### src/rtl/stack_pointer_unit.sv
// Stack-pointer controller for the data-memory stack segment: tracks the stack top and entry count,
// and produces this cycle's memory address for push, pop, replace, reload and peek operations.
module stack_pointer_unit #(
    parameter int WIDTH   = 32,
    parameter int BASE    = 256,
    parameter int DEPTH   = 64,
    parameter int STEP    = 1,
    parameter int GROW_UP = 1,
    localparam int CW     = $clog2(DEPTH + 1)
) (
    input  logic             clk,
    input  logic             rst_n,
    input  logic             push,
    input  logic             pop,
    input  logic             load,
    input  logic [CW-1:0]    load_cnt,
    input  logic             err_clr,
    output logic [WIDTH-1:0] top,
    output logic [CW-1:0]    count,
    output logic [WIDTH-1:0] addr,
    output logic             empty,
    output logic             full,
    output logic             rejected,
    output logic             ovf,
    output logic             udf
);

    localparam logic [WIDTH-1:0] BASE_W  = WIDTH'(BASE);
    localparam logic [WIDTH-1:0] STEP_W  = WIDTH'(STEP);
    localparam logic [CW-1:0]    DEPTH_C = CW'(DEPTH);

    localparam longint SPAN     = longint'(DEPTH) * longint'(STEP);
    localparam longint ADDR_MAX = (WIDTH >= 63) ? 64'sh7FFF_FFFF_FFFF_FFFF
                                                : (longint'(1) <<< WIDTH) - 1;

    // The full stack span must fit in the address space in the growth direction.
    generate
        if (DEPTH < 1 ||
            (GROW_UP != 0 && longint'(BASE) + SPAN > ADDR_MAX) ||
            (GROW_UP == 0 && longint'(BASE) < SPAN)) begin : g_range_check
            $error("stack_pointer_unit: BASE/DEPTH/STEP do not fit in WIDTH");
        end
    endgenerate

    typedef enum logic [2:0] {
        OP_IDLE,
        OP_LOAD,
        OP_REPLACE,
        OP_PUSH,
        OP_POP
    } op_e;

    op_e              op;
    logic [WIDTH-1:0] top_inc;
    logic [WIDTH-1:0] top_dec;
    logic [CW-1:0]    load_eff;
    logic [WIDTH-1:0] load_off;
    logic [WIDTH-1:0] load_top;
    logic [WIDTH-1:0] top_d;
    logic [CW-1:0]    count_d;
    logic             ovf_set;
    logic             udf_set;

    assign empty = (count == '0);
    assign full  = (count == DEPTH_C);

    assign top_inc = (GROW_UP != 0) ? top + STEP_W : top - STEP_W;
    assign top_dec = (GROW_UP != 0) ? top - STEP_W : top + STEP_W;

    assign load_eff = (load_cnt > DEPTH_C) ? DEPTH_C : load_cnt;
    assign load_off = WIDTH'(load_eff) * STEP_W;
    assign load_top = (GROW_UP != 0) ? BASE_W + load_off : BASE_W - load_off;

    always_comb begin
        op = OP_IDLE;
        if (load) begin
            op = OP_LOAD;
        end else if (push && pop) begin
            op = OP_REPLACE;
        end else if (push) begin
            op = OP_PUSH;
        end else if (pop) begin
            op = OP_POP;
        end
    end

    // Refused moves leave top/count untouched and point addr at top, so memory sees a harmless address.
    always_comb begin
        top_d    = top;
        count_d  = count;
        addr     = top_dec;
        rejected = 1'b0;
        ovf_set  = 1'b0;
        udf_set  = 1'b0;
        case (op)
            OP_LOAD: begin
                addr    = top;
                top_d   = load_top;
                count_d = load_eff;
                ovf_set = (load_cnt > DEPTH_C);
            end
            OP_REPLACE: begin
                if (empty) begin
                    addr     = top;
                    rejected = 1'b1;
                    udf_set  = 1'b1;
                end
            end
            OP_PUSH: begin
                addr = top;
                if (full) begin
                    rejected = 1'b1;
                    ovf_set  = 1'b1;
                end else begin
                    top_d   = top_inc;
                    count_d = count + CW'(1);
                end
            end
            OP_POP: begin
                if (empty) begin
                    addr     = top;
                    rejected = 1'b1;
                    udf_set  = 1'b1;
                end else begin
                    top_d   = top_dec;
                    count_d = count - CW'(1);
                end
            end
            default: begin
                addr = top_dec;
            end
        endcase
    end

    // A fresh error beats a simultaneous clear so no fault is ever lost.
    always_ff @(posedge clk) begin
        if (!rst_n) begin
            top   <= BASE_W;
            count <= '0;
            ovf   <= 1'b0;
            udf   <= 1'b0;
        end else begin
            top   <= top_d;
            count <= count_d;
            ovf   <= ovf_set | (ovf & ~err_clr);
            udf   <= udf_set | (udf & ~err_clr);
        end
    end

endmodule

### config.mk
export PLATFORM = sky130hd
export DESIGN_NAME = stack_pointer_unit
export DESIGN_NICKNAME = d
export VERILOG_FILES = /design/src/rtl/stack_pointer_unit.sv
export SDC_FILE = /design/constraint.sdc
export NUM_CORES = 1
export LEC_CHECK = 0
export BUFFER_PORTS_ARGS = -buffer_cell sky130_fd_sc_hd__buf_4
export CAP_MARGIN = 20
export CELL_PAD_IN_SITES_DETAIL_PLACEMENT = 1
export CELL_PAD_IN_SITES_GLOBAL_PLACEMENT = 1
export CORE_AREA = 2 2 179 93
export CTS_BUF_LIST = sky130_fd_sc_hd__clkbuf_8
export CTS_CLUSTER_DIAMETER = 150
export DETAILED_ROUTE_END_ITERATION = 10
export DIE_AREA = 0 0 181 95
export GPL_ROUTABILITY_DRIVEN = 0
export GPL_TIMING_DRIVEN = 0
export PLACE_DENSITY = 0.68
export SYNTH_ARGS = -nofsm -noshare
export SYNTH_HDL_FRONTEND = slang
export SYNTH_SLANG_ARGS = --single-unit
### constraint.sdc
create_clock -name clk -period 4.3 [get_ports clk]
set_input_delay 0.43 -clock clk [delete_from_list [all_inputs] [get_ports clk]]
set_output_delay 0.43 -clock clk [all_outputs]
set_load 0.03 [all_outputs]
Yosys cells after proc, flatten, opt, wreduce, memory -nomap -nowiden
Index checks and enable logic that the tools add are counted.
{ "op_classes": {"add_sub_neg": 5, "multipliers": 0, "n_div": 0, "magnitude_cmp": 1, "n_eq_ne": 7, "shift": 0, "n_mux": 17, "n_bitwise": 5, "n_reduce_logical": 7} }
{ "op_table": {"columns": ["cell", "count"], "rows": [
  ["$pmux 32 s3", 1],
  ["$mux 32", 2],
  ["$pmux 32 s2", 1],
  ["$add 32x1->32 const B", 1],
  ["$sub 32x1->32 const B", 1],
  ["$mux 7", 3],
  ["$pmux 7 s3", 1],
  ["$mux 3", 4],
  ["$add 9x7->10 const A", 1],
  ["$add 7x1->7 const B", 1],
  ["$eq 7x7->1 const B", 1],
  ["$gt 7x7->1 const B", 1],
  ["$logic_not 7->1", 1],
  ["$sub 7x1->7 const B", 1],
  ["$eq 3x2->1 const B", 2],
  ["$ne 2x2->1 const B", 2],
  ["$pmux 1 s2", 2],
  ["$reduce_or 2->1", 2],
  ["$eq 3x1->1 const B", 1],
  ["$eq 3x3->1 const B", 1],
  ["$mux 1", 3],
  ["$reduce_and 3->1", 1],
  ["$reduce_bool 3->1", 1],
  ["$and 1x1->1", 2],
  ["other kinds (4)", 5]
]} }
{ "word_totals": {"regBits": 41, "latchBits": 0, "ram_bits": 0, "romBits": 0, "in_bits": 13, "out_inout_bits": 76, "memories": 0} }

Logic depth before layout (Yosys ltp)
Gate-level depths: netlist of the first run.
{ "depth": {"ltp_word": 8, "mapped_depth": 12, "depth_no_buf": 10} }

Least setup slack after synthesis of the first run
OpenSTA, ideal clock, no wires.
{ "synth_timing": {"path_type": "input-to-reg", "from": "input port load", "to": "register count[6]", "setup_time_ns": 0.092, "arrival_ns": 3.222, "path_slack_ns": 0.986, "cell_stages": 12, "path_cell_list": "clkbuf_1 clkinv_1 nand3b_1 clkinv_1 clkbuf_1 fa_1 a211oi_1 o21bai_1 a21oi_1 xnor2_1 o31a_1 o32ai_1"} }
{ "synth_via": {"elab_chain_len": 4} }
{ "synth_lines": {"columns": ["element", "line_no", "source"], "rows": [
  ["start: declaration", "15", "input logic load,"],
  ["$mux 3 *", "76", "if (load) begin"],
  ["$eq 3x3->1, or another cell as far along", "95", "case (op)"],
  ["$ne 2x2->1 (no source line) / $reduce_bool 3->1 (equally long branches)", null, null],
  ["$reduce_and 3->1 (no source line)", null, null],
  ["end signal: assignment", "144", "count <= count_d;"],
  ["end: declaration", "19", "output logic [CW-1:0] count,"]
]} }
Mark *: on every way between the ends. The rest lies on a longest branch, timed or not.
A chain may end at the register's enable or synchronous reset.

Worst setup path after layout of the first run
{ "layout_timing": {"from": "register top[0]", "to": "output port addr[22]"} }
{ "layout_via": {"elab_chain_len": 3} }
{ "layout_lines": {"columns": ["element", "line_no", "source"], "rows": [
  ["start: declaration", "18", "output logic [WIDTH-1:0] top,"],
  ["start signal: assignment", "143", "top <= top_d;"],
  ["$sub 32x1->32 *", "68", "assign top_dec = (GROW_UP != 0) ? top - STEP_W : top + STEP_W;"],
  ["$mux 32", "103, 120", null],
  ["$pmux 32 s2 *", "95", null],
  ["end: declaration", "20", "output logic [WIDTH-1:0] addr,"]
]} }
Marked as above.

==> reports/qor.yml, run 1 <==
status: "complete, no violations"
fin_util: 0.319
synth.avg_cell_area_um2: 7.09
hold_viol: 0
ys.flop_type: "dfxtp_1"
whs_path_depth: 3
synth_adder_area_share: 0.0270
synth_compound_area_frac: 0.298
synth_nets: 583
syn2layout_area_growth_pct: 26.8
routed_wl_um: 19500
worst_r2r_endpoint: "top[6]"
num_vias: 5122
dp_hpwl_um: 15000
n_antenna_cell: 0
pwr-share-comb: 0.385
reg2reg_depth: 6
tightest_slew_ns: 1.21
stdcell_area_um2: 5050
syn_area_um2: 3980
crit_fanout: 8
die_area_um2: 17200
muxShareOfSynthArea: 0.00754
clock_latency_ns: 0.33
r2r_slack_ns: 0.40
ant_nets: 0
die_w_um: 181
synth_xor_area_frac: 0.103
grt_remaining_overflow: 0
rows: 33
cts.root.buffer_cell: "clkbuf_8"
initial_utilization: 0.251
worstReg2RegStart: "count[0]"
nets: 679
ys_types: 72
synth_edf_count: 0
synth_cells: 562
cts_made_buffers: 5
p_leak_nw: 2.03
fp.dieH_um: 95
max_slew_margin: 0.190
crit_path_end_kind: "primary output"
clock.fmax_ghz: 0.243
synth-simple-area-share: 0.289
initialDrtViolationCount: 579
p_int_w: 0.000791
grt_setup_unrepaired: "false"
grt_pass1_wl_um: 30000
synth_top_family_by_area: "compound AO/OA/AOI/OAI gates"
critPathKind: "reg -> out"
period_share: 0.959
arrival_ns: 3.69
antenna_found_initial: 0
p_per_area_nw_per_um2: 264
ys_seq_elements: 41
io-pin-count: 89
p_seq_frac: 0.312
clock_sinks: 41
ys_warn_count: 0
grt_pass1_vias: 5161
synth.top_cell.area_share: 0.206
design.core.area_um2: 15900
switchingPower_w: 0.000540
drt_first_pass_iters: 5
placed_cell_area_um2: 4900
synthTopCellsByCount: "nor2_1 (51), nand2_1 (50), a21oi_1 (43)"
setup_viol: 0
layout-drive-gt1-share: 0.196
required_ns: 3.87
routedWlPerCell_um: 22.4
synthArstFlopShare: 0
cts_max_level: 2
start_kind: "flip-flop"
min_to: "count[2]"
drcViolationCount: 0
switching_share: 0.406
max-cap-violations: 0
port_buffers: 86
holdCritStartpoint: "load_cnt[2]"
setup_ws_ns: 0.178
irDropWorstVdd_mv: 0.0998
grt_start_max_net_pins: 16
clkPwrFrac: 0.303
drv_slew: 0
yosysTopAreaCell: "dfxtp_1"
hp-class: "in -> reg"
fin_hold_ws_ns: 0.444
groute.usage.overall: 0.226
skew_ns: 0.0145
synthMostInstantiatedCell: "nor2_1"
fin_tns_setup_ns: 0
critPathLaunch: "top[0]"
cts_tree: "done"
ys_seq_area_frac: 0.206
cts-hold-fix-buffers: 0
place_ws_ns: -0.346
fin_crit_ns: 4.12
netlist_top_cells_area: "dfxtp_1 (21%), xnor2_1 (6.4%), a21oi_1 (5.4%)"
viasPerCell: 5.89
clk_pin_slew_ns: 0.10
clockBufferDepth: 2
==> cell usage in the layout (no fill, tap or decap), types with 4 or more instances in the layout <==
cell type,synthesis,layout
buf_4,1,90
nor2_1,51,51
nand2_1,50,50
a21oi_1,43,43
dfxtp_1,41,41
clkbuf_1,38,37
o21ai_0,35,35
nor3_1,30,30
xnor2_1,29,29
nand3_1,22,22
xor2_1,18,18
a31oi_1,16,16
nor4_1,12,12
buf_2,10,11
nand4_1,10,10
or3_1,9,9
a221oi_1,8,8
o21a_1,7,7
inv_1,7,7
ha_1,7,7
and3_1,6,6
o22ai_1,6,6
a22oi_1,5,5
or4_1,5,5
a311oi_1,5,5
o31a_1,5,5
and4_1,5,5
clkbuf_8,0,5
clkinv_1,5,4
nand2b_1,4,4
==> sequential cells by signal, summed over array words and instances, names as in the netlist <==
register and cells:
top 32, count 7, ovf 1, udf 1
==> timing repair <==
item | 4_1_cts | 5_1_grt
setup endpoints to repair | 1 | 2
buffers inserted | 0 | 2
resized for setup | 1 | 0
pin swaps | 0 | 2
gates cloned | 0 | 0
==> worst max path at each step <==
stage	to	slack, ns	cells past startpoint
floorplan	count[6]	0.99	12
global placement	count[6]	-0.21	12
detailed placement	count[6]	-0.35	12
CTS	count[6]	0.19	12
global route	addr[22]	0.12	11
finish	addr[22]	0.18	11
==> routing by layer <==
layer / vias to the layer above / wire (um) / GRT usage
met5: - / 0 / 0
met4: 0 / 252 / 0.0488
met3: 31 / 2320 / 0.0713
met2: 293 / 7580 / 0.316
met1: 2512 / 9310 / 0.334
li1: 2286 / - / -
==> worst max-delay path, cell delays in order (launching register included) <==
cell     delay [ns]
dfxtp_1        0.39
inv_1          0.19
ha_1           0.28
or3b_2         0.45
buf_2          0.19
nor2_1         0.43
nand3_1        0.33
nor4b_4        0.49
buf_4          0.21
nand2_1        0.07
xnor2_1        0.16
buf_4          0.18
==> through the flow <==
step                std cells  power [W]
floorplan                 562   0.000739
global placement          858   0.000911
detailed placement        860   0.000923
CTS                       868    0.00132
global route              869    0.00138
finish                    869    0.00133
==> power groups by stage <==
stage / logic [W] / clock network [W] / registers, W
final: 0.000512 / 0.000404 / 0.000416
after global routing: 0.000542 / 0.000419 / 0.000418
after CTS: 0.000501 / 0.000406 / 0.000415
after detailed placement: 0.000498 / 0 / 0.000424
after global placement: 0.000488 / 0 / 0.000423
after floorplan: 0.000292 / 0 / 0.000447
==> cell type report <==
class	count	area (um2)
fillers	2007	10800
well taps	210	263
clock inverters	3	65.1
clock buffers	5	68.8
inverters	12	46.3
flip-flops and latches	41	821
multi-input cells	456	2890
repair buffers	90	673
plain buffers	52	228
==> kinds of logic after synthesis <==
family | Yosys count
mux | 3
flops | 41
compound gates | 176
simple gates | 222
buf+inv | 65
fa+ha+maj | 8
xor+xnor | 47
(Power assumes the default switching activity.)
==> inputs of run 2 (changes only) <==
Settings changed: CORE_AREA 2 2 179 93 to 2 2 145 76, DIE_AREA 0 0 181 95 to 0 0 147 78, PLACE_DENSITY 0.68 to unset, PLACE_DENSITY_LB_ADDON set to 0.1.
==> reports/qor.yml, run 2 (same netlist as run 1, synthesis figures left out) <==
status: "complete, no violations"
num_vias: 4985
cp_slowest_cell: "nor4b_4"
slowest_delay_ns: 0.59
syn2layout_area_growth_pct: 23.8
drv_slew: 0
fp.dieH_um: 78
cts_max_level: 2
max_slew_margin: 0.279
regMostFlops: "top"
die_w_um: 147
nets: 681
worstReg2RegStart: "count[0]"
crit_path_end_kind: "primary output"
cts.root.buffer_cell: "clkbuf_8"
fillers: 1333
routedWlPerCell_um: 21.5
routed_wl_um: 17200
final_common_cell: "buf_4"
p_leak_nw: 2.01
grt_setup_unrepaired: "false"
fin_util: 0.489
arrival_ns: 3.59
largest_reg_flops: 32
grt_start_max_net_pins: 16
dp_hpwl_um: 12600
io-pin-count: 89
die_area_um2: 11500
fin_crit_ns: 4.02
fin_tns_setup_ns: 0
skew_ns: 0.00926
start_kind: "flip-flop"
period_share: 0.934
crit_fanout: 8
tightest_slew_ns: 1.07
groute.usage.overall: 0.303
clockBufferDepth: 2
top_regs: "top x32, count x7"
switchingPower_w: 0.000515
p_seq_frac: 0.345
initialDrtViolationCount: 443
total_power_w: 0.00120
clock_sinks: 41
cts_tree: "done"
clock_latency_ns: 0.32
setup_ws_ns: 0.285
initial_utilization: 0.395
p_int_w: 0.000686
r2r_slack_ns: 0.81
grt_pass1_wl_um: 27200
cp_cell_sequence: "inv_1, ha_1, or3b_2, buf_2, nor2_1, nand3_1, nor4b_4, and2b_1, xnor2_1, buf_4"
worst_r2r_endpoint: "top[16]"
antenna_found_initial: 0
hp-class: "in -> reg"
whs_path_depth: 3
irDropWorstVdd_mv: 0.191
clk_pin_slew_ns: 0.09
holdCritStartpoint: "load_cnt[4]"
viasPerCell: 6.23
critPathKind: "reg -> out"
design.core.area_um2: 10100
grt_remaining_overflow: 0
ant_nets: 0
n_antenna_cell: 0
min_to: "top[4]"
grt_pass1_vias: 4999
max-cap-violations: 0
pwr-share-comb: 0.412
drcViolationCount: 0
reg2reg_depth: 7
required_ns: 3.87
cts-hold-fix-buffers: 0
rows: 26
setup_viol: 0
layout-drive-gt1-share: 0.194
cts_made_buffers: 5
place_ws_ns: -0.218
clkPwrFrac: 0.243
port_buffers: 86
final_cell_mix: "buf_4 (91), nor2_1 (51), nand2_1 (50)"
clock.fmax_ghz: 0.249
hold_viol: 0
p_per_area_nw_per_um2: 243
switching_share: 0.429
drt_first_pass_iters: 5
run 2: power groups by stage:
stage / combinational [W] / sequential, W / clock, W
floorplan: 0.000292 / 0.000447 / 0
global placement: 0.000476 / 0.000422 / 0
detailed placement: 0.000481 / 0.000423 / 0
CTS: 0.000484 / 0.000414 / 0.000294
global route: 0.000527 / 0.000417 / 0.000310
finish: 0.000494 / 0.000414 / 0.000292
run 2: per-stage QoR:
step	instances	hold slack, ns	area [um2]
after CTS	795	0.444	4890
after floorplan	562	0.604	3980
after detailed placement	788	0.498	4800
final	800	0.443	4930
after global placement	788	0.475	4800
after global routing	800	0.478	4930
run 2: repair_timing:
item	in CTS	in global routing
endpoints found under the setup margin	0	1
setup buffers	0	4
resized for setup	0	1
run 2: layout make-up:
class / count / area, um2 / share of cell area
Buffer: 53 / 231 / 0.0469
Timing Repair Buffer: 91 / 683 / 0.139
Multi-Input combinational cell: 456 / 2890 / 0.585
Inverter: 12 / 48.8 / 0.00989
Clock inverter: 1 / 3.75 / 0.000761
Sequential cell: 41 / 821 / 0.166
Clock buffer: 6 / 82.6 / 0.0167
Tap cell: 140 / 175 / 0.0355
run 2: worst max path at each step:
stage / from / end / slack (ns) / depth (start not counted)
floorplan: load / count[6] / 0.99 / 12
global placement: load / count[6] / -0.17 / 12
detailed placement: load / count[6] / -0.22 / 12
CTS: load / count[6] / 0.08 / 12
global route: top[0] / addr[20] / 0.10 / 10
finish: top[0] / addr[24] / 0.28 / 10
run 2: per-layer routing:
metal,global-route usage,routed length (um),vias up
met1,0.414,7880,2443
met2,0.479,7620,221
met4,0.0913,294,0
li1,-,-,2288
met5,0,0,-
met3,0.0653,1400,33
run 2: critical path: cells and delay by family, from the launching register on:
family	cells	cell delay [ns]
xor+xnor	1	0.11
buf+inv	3	0.54
flops	1	0.38
fa+ha+maj	1	0.26
simple gates	5	1.97
